==> src/rtl/cv32e40p_obi_mem_arbiter.sv <==
// cv32e40p_obi_mem_arbiter
// Shares one OBI memory port between the instruction and data interfaces.
// The address phase is arbitrated in IDLE. If the winner is not granted, it is
// latched and held in HOLD until mem_gnt_i arrives. Every accepted transaction
// records its source in an in-order FIFO. Each mem_rvalid_i is routed to the
// source at the head of that FIFO.
// Optional feature: define OBI_ARB_ROUND_ROBIN_EN for round-robin arbitration
// on contention. The default build uses fixed priority, where data beats instr.
module cv32e40p_obi_mem_arbiter #(
    parameter int ADDR_WIDTH      = 32,
    parameter int DATA_WIDTH      = 32,
    parameter int MAX_OUTSTANDING = 2
) (
    input  logic                                   clk_i,
    input  logic                                   rst_i,
    input  logic                                   instr_req_i,
    input  logic [ADDR_WIDTH-1:0]                  instr_addr_i,
    output logic                                   instr_gnt_o,
    output logic                                   instr_rvalid_o,
    output logic [DATA_WIDTH-1:0]                  instr_rdata_o,
    input  logic                                   data_req_i,
    input  logic                                   data_we_i,
    input  logic [DATA_WIDTH/8-1:0]                data_be_i,
    input  logic [ADDR_WIDTH-1:0]                  data_addr_i,
    input  logic [DATA_WIDTH-1:0]                  data_wdata_i,
    output logic                                   data_gnt_o,
    output logic                                   data_rvalid_o,
    output logic [DATA_WIDTH-1:0]                  data_rdata_o,
    output logic                                   mem_req_o,
    output logic                                   mem_we_o,
    output logic [DATA_WIDTH/8-1:0]                mem_be_o,
    output logic [ADDR_WIDTH-1:0]                  mem_addr_o,
    output logic [DATA_WIDTH-1:0]                  mem_wdata_o,
    input  logic                                   mem_gnt_i,
    input  logic                                   mem_rvalid_i,
    input  logic [DATA_WIDTH-1:0]                  mem_rdata_i,
    output logic [$clog2(MAX_OUTSTANDING+1)-1:0]   outstanding_o,
    output logic                                   err_o
);

    localparam int BE_WIDTH  = DATA_WIDTH / 8;
    localparam int CNT_WIDTH = $clog2(MAX_OUTSTANDING + 1);
    localparam int PTR_WIDTH = (MAX_OUTSTANDING > 1) ? $clog2(MAX_OUTSTANDING) : 1;
    localparam logic [CNT_WIDTH-1:0] CNT_MAX  = CNT_WIDTH'(MAX_OUTSTANDING);
    localparam logic [CNT_WIDTH-1:0] CNT_ZERO = CNT_WIDTH'(0);
    localparam logic [CNT_WIDTH-1:0] CNT_ONE  = CNT_WIDTH'(1);
    localparam logic [PTR_WIDTH-1:0] PTR_LAST = PTR_WIDTH'(MAX_OUTSTANDING - 1);
    localparam logic [PTR_WIDTH-1:0] PTR_ZERO = PTR_WIDTH'(0);
    localparam logic [PTR_WIDTH-1:0] PTR_ONE  = PTR_WIDTH'(1);

    typedef enum logic [0:0] {
        ST_IDLE = 1'b0,
        ST_HOLD = 1'b1
    } state_e;

    state_e                     state_r;
    logic                       hold_data_r;   // latched winner: 1 = data, 0 = instr
    logic [MAX_OUTSTANDING-1:0] src_fifo_r;    // per-slot source: 1 = data
    logic [PTR_WIDTH-1:0]       wr_ptr_r;
    logic [PTR_WIDTH-1:0]       rd_ptr_r;
    logic [CNT_WIDTH-1:0]       count_r;
    logic                       err_r;
`ifdef OBI_ARB_ROUND_ROBIN_EN
    logic                       last_data_r;   // last granted requester: 1 = data
`endif

    logic full_s;
    logic arb_data_s;
    logic req_s;
    logic sel_data_s;
    logic push_s;
    logic pop_s;
    logic head_data_s;

    // Arbitration: pick this cycle's winner and decide whether a request goes out.
    always_comb begin
        full_s     = (count_r == CNT_MAX);
        arb_data_s = 1'b0;
        req_s      = 1'b0;
        sel_data_s = 1'b0;
        if (data_req_i && instr_req_i) begin
`ifdef OBI_ARB_ROUND_ROBIN_EN
            arb_data_s = ~last_data_r;
`else
            arb_data_s = 1'b1;
`endif
        end else begin
            arb_data_s = data_req_i;
        end
        case (state_r)
            ST_HOLD: begin
                req_s      = ~rst_i;
                sel_data_s = hold_data_r;
            end
            ST_IDLE: begin
                req_s      = ~rst_i & ~full_s & (instr_req_i | data_req_i);
                sel_data_s = arb_data_s;
            end
            default: begin
                req_s      = 1'b0;
                sel_data_s = 1'b0;
            end
        endcase
    end

    // Output steering: memory request fields, grants and response routing.
    always_comb begin
        push_s      = req_s & mem_gnt_i;
        pop_s       = ~rst_i & mem_rvalid_i & (count_r != CNT_ZERO);
        head_data_s = src_fifo_r[rd_ptr_r];

        mem_req_o   = req_s;
        mem_we_o    = req_s & sel_data_s & data_we_i;
        if (!req_s) begin
            mem_be_o    = {BE_WIDTH{1'b0}};
            mem_addr_o  = {ADDR_WIDTH{1'b0}};
            mem_wdata_o = {DATA_WIDTH{1'b0}};
        end else if (sel_data_s) begin
            mem_be_o    = data_be_i;
            mem_addr_o  = data_addr_i;
            mem_wdata_o = data_wdata_i;
        end else begin
            mem_be_o    = {BE_WIDTH{1'b1}};
            mem_addr_o  = instr_addr_i;
            mem_wdata_o = {DATA_WIDTH{1'b0}};
        end

        instr_gnt_o    = push_s & ~sel_data_s;
        data_gnt_o     = push_s & sel_data_s;
        instr_rvalid_o = pop_s & ~head_data_s;
        data_rvalid_o  = pop_s & head_data_s;
        instr_rdata_o  = instr_rvalid_o ? mem_rdata_i : {DATA_WIDTH{1'b0}};
        data_rdata_o   = data_rvalid_o ? mem_rdata_i : {DATA_WIDTH{1'b0}};
        outstanding_o  = count_r;
        err_o          = err_r;
    end

    // FSM: latch an ungranted winner and hold it until the memory grants.
    always_ff @(posedge clk_i or posedge rst_i) begin
        if (rst_i) begin
            state_r     <= ST_IDLE;
            hold_data_r <= 1'b0;
        end else begin
            case (state_r)
                ST_IDLE: begin
                    if (req_s && !mem_gnt_i) begin
                        state_r     <= ST_HOLD;
                        hold_data_r <= sel_data_s;
                    end else begin
                        state_r <= ST_IDLE;
                    end
                end
                ST_HOLD: begin
                    if (mem_gnt_i) begin
                        state_r <= ST_IDLE;
                    end else begin
                        state_r <= ST_HOLD;
                    end
                end
                default: state_r <= ST_IDLE;
            endcase
        end
    end

    // Source FIFO: push on grant, pop on routed response, keep occupancy count.
    always_ff @(posedge clk_i or posedge rst_i) begin
        if (rst_i) begin
            src_fifo_r <= {MAX_OUTSTANDING{1'b0}};
            wr_ptr_r   <= PTR_ZERO;
            rd_ptr_r   <= PTR_ZERO;
            count_r    <= CNT_ZERO;
        end else begin
            if (push_s) begin
                src_fifo_r[wr_ptr_r] <= sel_data_s;
                wr_ptr_r <= (wr_ptr_r == PTR_LAST) ? PTR_ZERO : wr_ptr_r + PTR_ONE;
            end
            if (pop_s) begin
                rd_ptr_r <= (rd_ptr_r == PTR_LAST) ? PTR_ZERO : rd_ptr_r + PTR_ONE;
            end
            case ({push_s, pop_s})
                2'b10:   count_r <= count_r + CNT_ONE;
                2'b01:   count_r <= count_r - CNT_ONE;
                default: count_r <= count_r;
            endcase
        end
    end

    // Sticky error: response arrived while nothing was outstanding.
    always_ff @(posedge clk_i or posedge rst_i) begin
        if (rst_i) begin
            err_r <= 1'b0;
        end else if (mem_rvalid_i && (count_r == CNT_ZERO)) begin
            err_r <= 1'b1;
        end else begin
            err_r <= err_r;
        end
    end

`ifdef OBI_ARB_ROUND_ROBIN_EN
    // Round-robin history: remember which requester was granted last.
    always_ff @(posedge clk_i or posedge rst_i) begin
        if (rst_i) begin
            last_data_r <= 1'b0;
        end else if (push_s) begin
            last_data_r <= sel_data_s;
        end else begin
            last_data_r <= last_data_r;
        end
    end
`endif

endmodule

==> config.mk <==
export PLATFORM = sky130hd
export DESIGN_NAME = cv32e40p_obi_mem_arbiter
export DESIGN_NICKNAME = d
export VERILOG_FILES = /design/src/rtl/cv32e40p_obi_mem_arbiter.sv
export SDC_FILE = /design/constraint.sdc
export NUM_CORES = 1
export LEC_CHECK = 0
export ABC_AREA = 0
export CAP_MARGIN = 20
export CORE_AREA = 2 2 108 110
export CTS_BUF_LIST = sky130_fd_sc_hd__clkbuf_4
export DETAILED_ROUTE_END_ITERATION = 8
export DIE_AREA = 0 0 110 112
export HOLD_SLACK_MARGIN = 0.08
export SETUP_SLACK_MARGIN = 0.15
export SLEW_MARGIN = 20
export SYNTH_ARGS = -nofsm -noshare
export SYNTH_HDL_FRONTEND = slang
export SYNTH_SLANG_ARGS = --single-unit
==> constraint.sdc <==
create_clock -name clk_i -period 5 [get_ports clk_i]
set_input_delay 1 -clock clk_i [delete_from_list [all_inputs] [get_ports clk_i]]
set_output_delay 1 -clock clk_i [all_outputs]
set_load 0.05 [all_outputs]
# Word-level counts from Yosys, hierarchy flattened
# Index checks and enable logic that the tools add are counted.
[word_totals]
ff_bits = 9
elab_cells = 65
inputBits = 139
output_inout_bits = 141
[op_classes]
n_lt_le_gt_ge = 3
n_addsub = 4
bitwise = 17
mux = 22
eq_ne = 3
reduce_logical = 9
[ops]
columns = ["operator", "count"]
rows = [
  ["2-to-1 mux 32 bit", 6],
  ["bitwise AND 1 bit", 11],
  ["2-to-1 mux 1 bit", 8],
  ["2-to-1 mux 4 bit", 2],
  ["case mux 1 bit (2 select lines)", 3],
  ["NOT 1 bit", 5],
  ["equality test 2 bit (second input constant)", 2],
  ["logical AND 1 bit", 4],
  ["< comparator 1 x 2 -> 1 bit (second input constant)", 2],
  ["case mux 2 bit (2 select lines)", 1],
  ["nonzero test 2 bit", 2],
  ["adder 1 bit (second input constant)", 2],
  ["adder 2 x 1 -> 2 bit (second input constant)", 1],
  ["bitwise mux 2 bit", 1],
  ["equality test 2 x 1 -> 1 bit (second input constant)", 1],
  ["zero test 2 bit", 1],
  ["AND reduction 2 bit", 1],
  ["subtractor 2 x 1 -> 2 bit (second input constant)", 1],
  ["demux 1 bit (select 1 bit)", 1],
  [">= comparator 1 bit (second input constant)", 1],
  ["zero test 1 bit", 1],
  ["OR 1 bit", 1],
]

# Depth between registers and ports, before layout
[logic_depth]
word_depth = 8
depth_mapped = 8
depth_no_buf = 8

# Worst setup path before layout
# Ideal clock, no wire load.
[synth_path]
path_kind = "input to output"
from = "input rst_i"
to = "output instr_gnt_o"
stages = 4
t_required_ns = 4.000
path_buffers = 2
path_slack_ns = 1.334
arrival_time_ns = 2.666
path_cell_list = "clkbuf_1 > or2_4 > buf_8 > nor3_1"
[synth_between]
elab_chain_len = 6
[synth_lines]
columns = ["element", "line_no", "rtl"]
rows = [
  ["from (decl)", "15", "input logic rst_i,"],
  ["NOT 1 bit (*)", "92, 96", ""],
  ["bitwise AND 1 bit (2 in a row)", "96", "req_s = ~rst_i & ~full_s & (instr_req_i | data_req_i);"],
  ["case mux 1 bit (2 select lines) (*)", "90", "case (state_r)"],
  ["bitwise AND 1 bit (*)", "108", "push_s = req_s & mem_gnt_i;"],
  ["bitwise AND 1 bit (*)", "128", "instr_gnt_o = push_s & ~sel_data_s;"],
  ["to (decl)", "18", "output logic instr_gnt_o,"],
]
# Every way passes the cells marked *; elsewhere a longest branch is shown, timed or not.

# Final worst setup path
[layout_path]
from = "input data_req_i"
to = "output instr_gnt_o"
[layout_between]
elab_chain_len = 5
elab_cells_between_ends = 9
classes_between = "3 x mux; 5 x bitwise; 1 x reduce/logical"
[layout_lines]
columns = ["element", "line_no", "rtl"]
rows = [
  ["from (decl)", "21", "input logic data_req_i,"],
  ["OR 1 bit or logical AND 1 bit (tied branches)", "96, 81", ""],
  ["bitwise AND 1 bit or 2-to-1 mux 1 bit (tied branches)", "96, 81", ""],
  ["case mux 1 bit (2 select lines)", "90", ""],
  ["bitwise AND 1 bit or NOT 1 bit (tied branches)", "108, 128", ""],
  ["bitwise AND 1 bit (*)", "128", ""],
]
# Marks and branches as above.

==> results.tsv <==
stage	metric	value	unit
run_status	status	completed	
layout	post-route-cell-area	0.00451	mm^2
detailed_routing	drc	0	
worst_setup_path	max_stage_delay	0.84	ns
global_route	grt_usage	0.143	
worst_setup_path	crit_required	4.00	ns
layout	fill_cells	1134	
worst_setup_path	crit_arrival	3.12	ns
detailed_routing	vias_per_cell	4.21	
layout	fin_nets	712	
timing	period_needed	4.12	ns
logic_synthesis	syn_area	0.00180	mm^2
worst_setup_path	path_class	input port to output pin	
timing	relSlewSlack	0.602	
global_route	antenna_found_initial	0	
logic_synthesis	synthTopCellsByArea	nand2_1 (18%), nor2_1 (16%), and2_1 (12%)	
detailed_routing	dr.pass1.iters	4	
clocking	path_clk_slew	0.07	ns
timing	worstMarginPinSlew	0.597	ns
placed_design	dpl_cell_area	0.00448	mm^2
placed_design	io_buffers	279	
placed_design	hpwl	8.04	mm
detailed_routing	drtIter0Drc	130	
logic_synthesis	ys.flop_type	dfrtp_1	
clocking	htree_levels	1	
min_path	hold_path.class	register to register	
clocking	cts_tree	yes	
timing	fin_tns_setup	0	ns
logic_synthesis	synth_seq_area_share	0.125	
worst_setup_path	crit_top_cell	clkdlybuf4s50_1	
worst_setup_path	worstPathMaxFanout	12	
placed_design	placedCellCount	710	
logic_synthesis	yosysWarnings	0	
logic_synthesis	syn_inst	307	
floorplanning	dieWidth	110	um
logic_synthesis	synth_top_cell_area_share	0.181	
layout	diodes	0	
detailed_routing	wirelength	9.75	mm
logic_synthesis	synth_most_common_cell	nand2_1	
layout	syn_to_final_growth	150	%
global_route	grt_pass1_vias	2876	
clocking	cts_buffer_depth	2	
worst_setup_path	crit_chain	clkdlybuf4s50_1, or2_2, a21oi_4, or2_4, nor3_1, clkdlybuf4s50_1	
layout	fin_cells	714	
run	drv_cap	0	
floorplanning	rows	39	
power_and_ir_drop	leakagePower	2.07	nW
clocking	post_cts_buffers	0	
timing	rsz0062_at_grt	no	
placed_design	gp_congestion	0.823	
logic_synthesis	synth_common_cells	nand2_1 (87), nor2_1 (76), and2_1 (36), a21oi_2 (21), a21oi_1 (12)	
power_and_ir_drop	p_per_area	368	mW/mm^2
worst_setup_path	cp-start-kind	input port	
clocking	clock-sinks	9	
layout	drive_gt1_frac	0.319	
logic_synthesis	synth_edf_count	0	
clocking	cts_hold_buf	0	
logic_synthesis	syn_nets	447	
logic_synthesis	synth-async-reset-ratio	1.00	
timing	finalClockSkew	0.00660	ns
timing	maxSlewViolCount	0	
global_route	grt_pass1_wl	14.3	mm
detailed_routing	vias	3005	
floorplanning	initial_core_util	0.161	
logic_synthesis	ys_ff_latch	9	
worst_setup_path	crit_slowest_cell	clkdlybuf4s50_1	
floorplanning	core_area	0.0112	mm^2
logic_synthesis	yosys.area.top_type	nand2_1	
floorplanning	die_h	112	um
logic_synthesis	synth_cell_types	34	
timing	min_period_over_period	0.823	
global_route	grt-ovfl-total	0	
detailed_routing	drtAntennaViolNets	0	
detailed_routing	wl_per_cell	13.6	um
global_route	grt_max_degree	37	
timing	setup_viol	0	
power_and_ir_drop	vdd_ir_drop_max	0.000269	V
logic_synthesis	synth_area_per_cell	5.87	um^2
worst_setup_path	crit_path_end_kind	output pin	
clocking	clock_latency	0.26	ns
floorplanning	dieArea	0.0123	mm^2
timing	max_clock_freq	243	MHz
clocking	root_buffer	clkbuf_4	
clocking	post_cts.resized_instances	0	
timing	hold_violations	0	
floorplanning	ios	280	
clocking	cts_buffers	3	
## stage by stage
step                 util  power, mW  setup WS (ns)  hold WS [ns]
floorplan               -       1.14           1.33         0.463
global placement    0.401       1.60          0.967         0.447
detailed placement  0.401       1.60          0.895         0.448
CTS                 0.403       1.68          0.887         0.469
global route        0.403       1.76          0.852         0.493
finish              0.403       1.66          0.883         0.463
## layout by cell type (no fill, tap or decap), drive strengths merged, types with 3 or more instances in the layout
master | synthesis | routed
nor3 | 3 | 3
clkdlybuf4s50 | 0 | 147
inv | 4 | 4
nor2 | 76 | 76
xor2 | 3 | 3
buf | 15 | 138
nand2 | 96 | 96
and2 | 36 | 36
dfrtp | 9 | 9
a21oi | 34 | 34
mux2 | 3 | 3
clkbuf | 10 | 4
## path summary, 6_finish.rpt
| check | slack, ns | endpoint | cells past startpoint | startpoint |
|---|---|---|---|---|
| setup / recovery | 0.88 | instr_gnt_o | 6 | data_req_i |
| hold / removal | 0.46 | err_o | 1 | err_o |
| setup reg to reg | 3.17 | outstanding_o[1] | 6 | outstanding_o[0] |
| hold reg to reg | 0.46 | err_o | 1 | err_o |
| max in group asynchronous | 3.41 | hold_data_r | 2 | rst_i |
| min in group asynchronous | 1.29 | err_o | 2 | rst_i |
## worst max-delay path, delay by kind of cell
| kind | cells | cell delay, ns |
|---|---|---|
| buf+inv | 2 | 1.34 |
| simple gates | 3 | 0.69 |
| compound gates | 1 | 0.08 |
## state kept, by name (all words and copies together) (netlist names)
name,flops
outstanding_o,2
src_fifo_r,2
err_o,1
hold_data_r,1
rd_ptr_r,1
state_r,1
wr_ptr_r,1
## report_power, final
| part | internal (mW) | leakage, nW | switching (mW) |
|---|---|---|---|
| Clock | 0.0362 | 0.0184 | 0.0269 |
| Combinational | 0.476 | 1.95 | 0.978 |
| Sequential | 0.104 | 0.105 | 0.0396 |
## final cells by class
class | instances | area (um^2) | share of cell area
timing repair buffer | 285 | 2670 | 0.592
multi-input combinational | 269 | 1390 | 0.308
sequential | 9 | 225 | 0.0500
tap | 143 | 179 | 0.0397
clock buffer | 4 | 30.0 | 0.00666
inverter | 4 | 15.0 | 0.00333
## kinds of logic after synthesis
family | after synthesis | share of synthesized area
muxes | 4 | 0.0243
DFF | 9 | 0.125
and+or+nand+nor | 219 | 0.545
AOI/OAI and AO/OA | 40 | 0.167
xor gates and xnor gates | 5 | 0.0243
adders and majority gates | 1 | 0.00694
buffers and inverters | 29 | 0.107
## metal layers
| layer | vias up | global-route usage | share of wire |
|---|---|---|---|
| met1 | 1336 | 0.169 | 0.38 |
| met3 | 6 | 0.0486 | 0.12 |
| li1 | 1485 | - | - |
| met2 | 178 | 0.254 | 0.48 |
| met5 | - | 0 | 0 |
| met4 | 0 | 0.0186 | 0.0074 |
(Power assumes the default switching activity.)
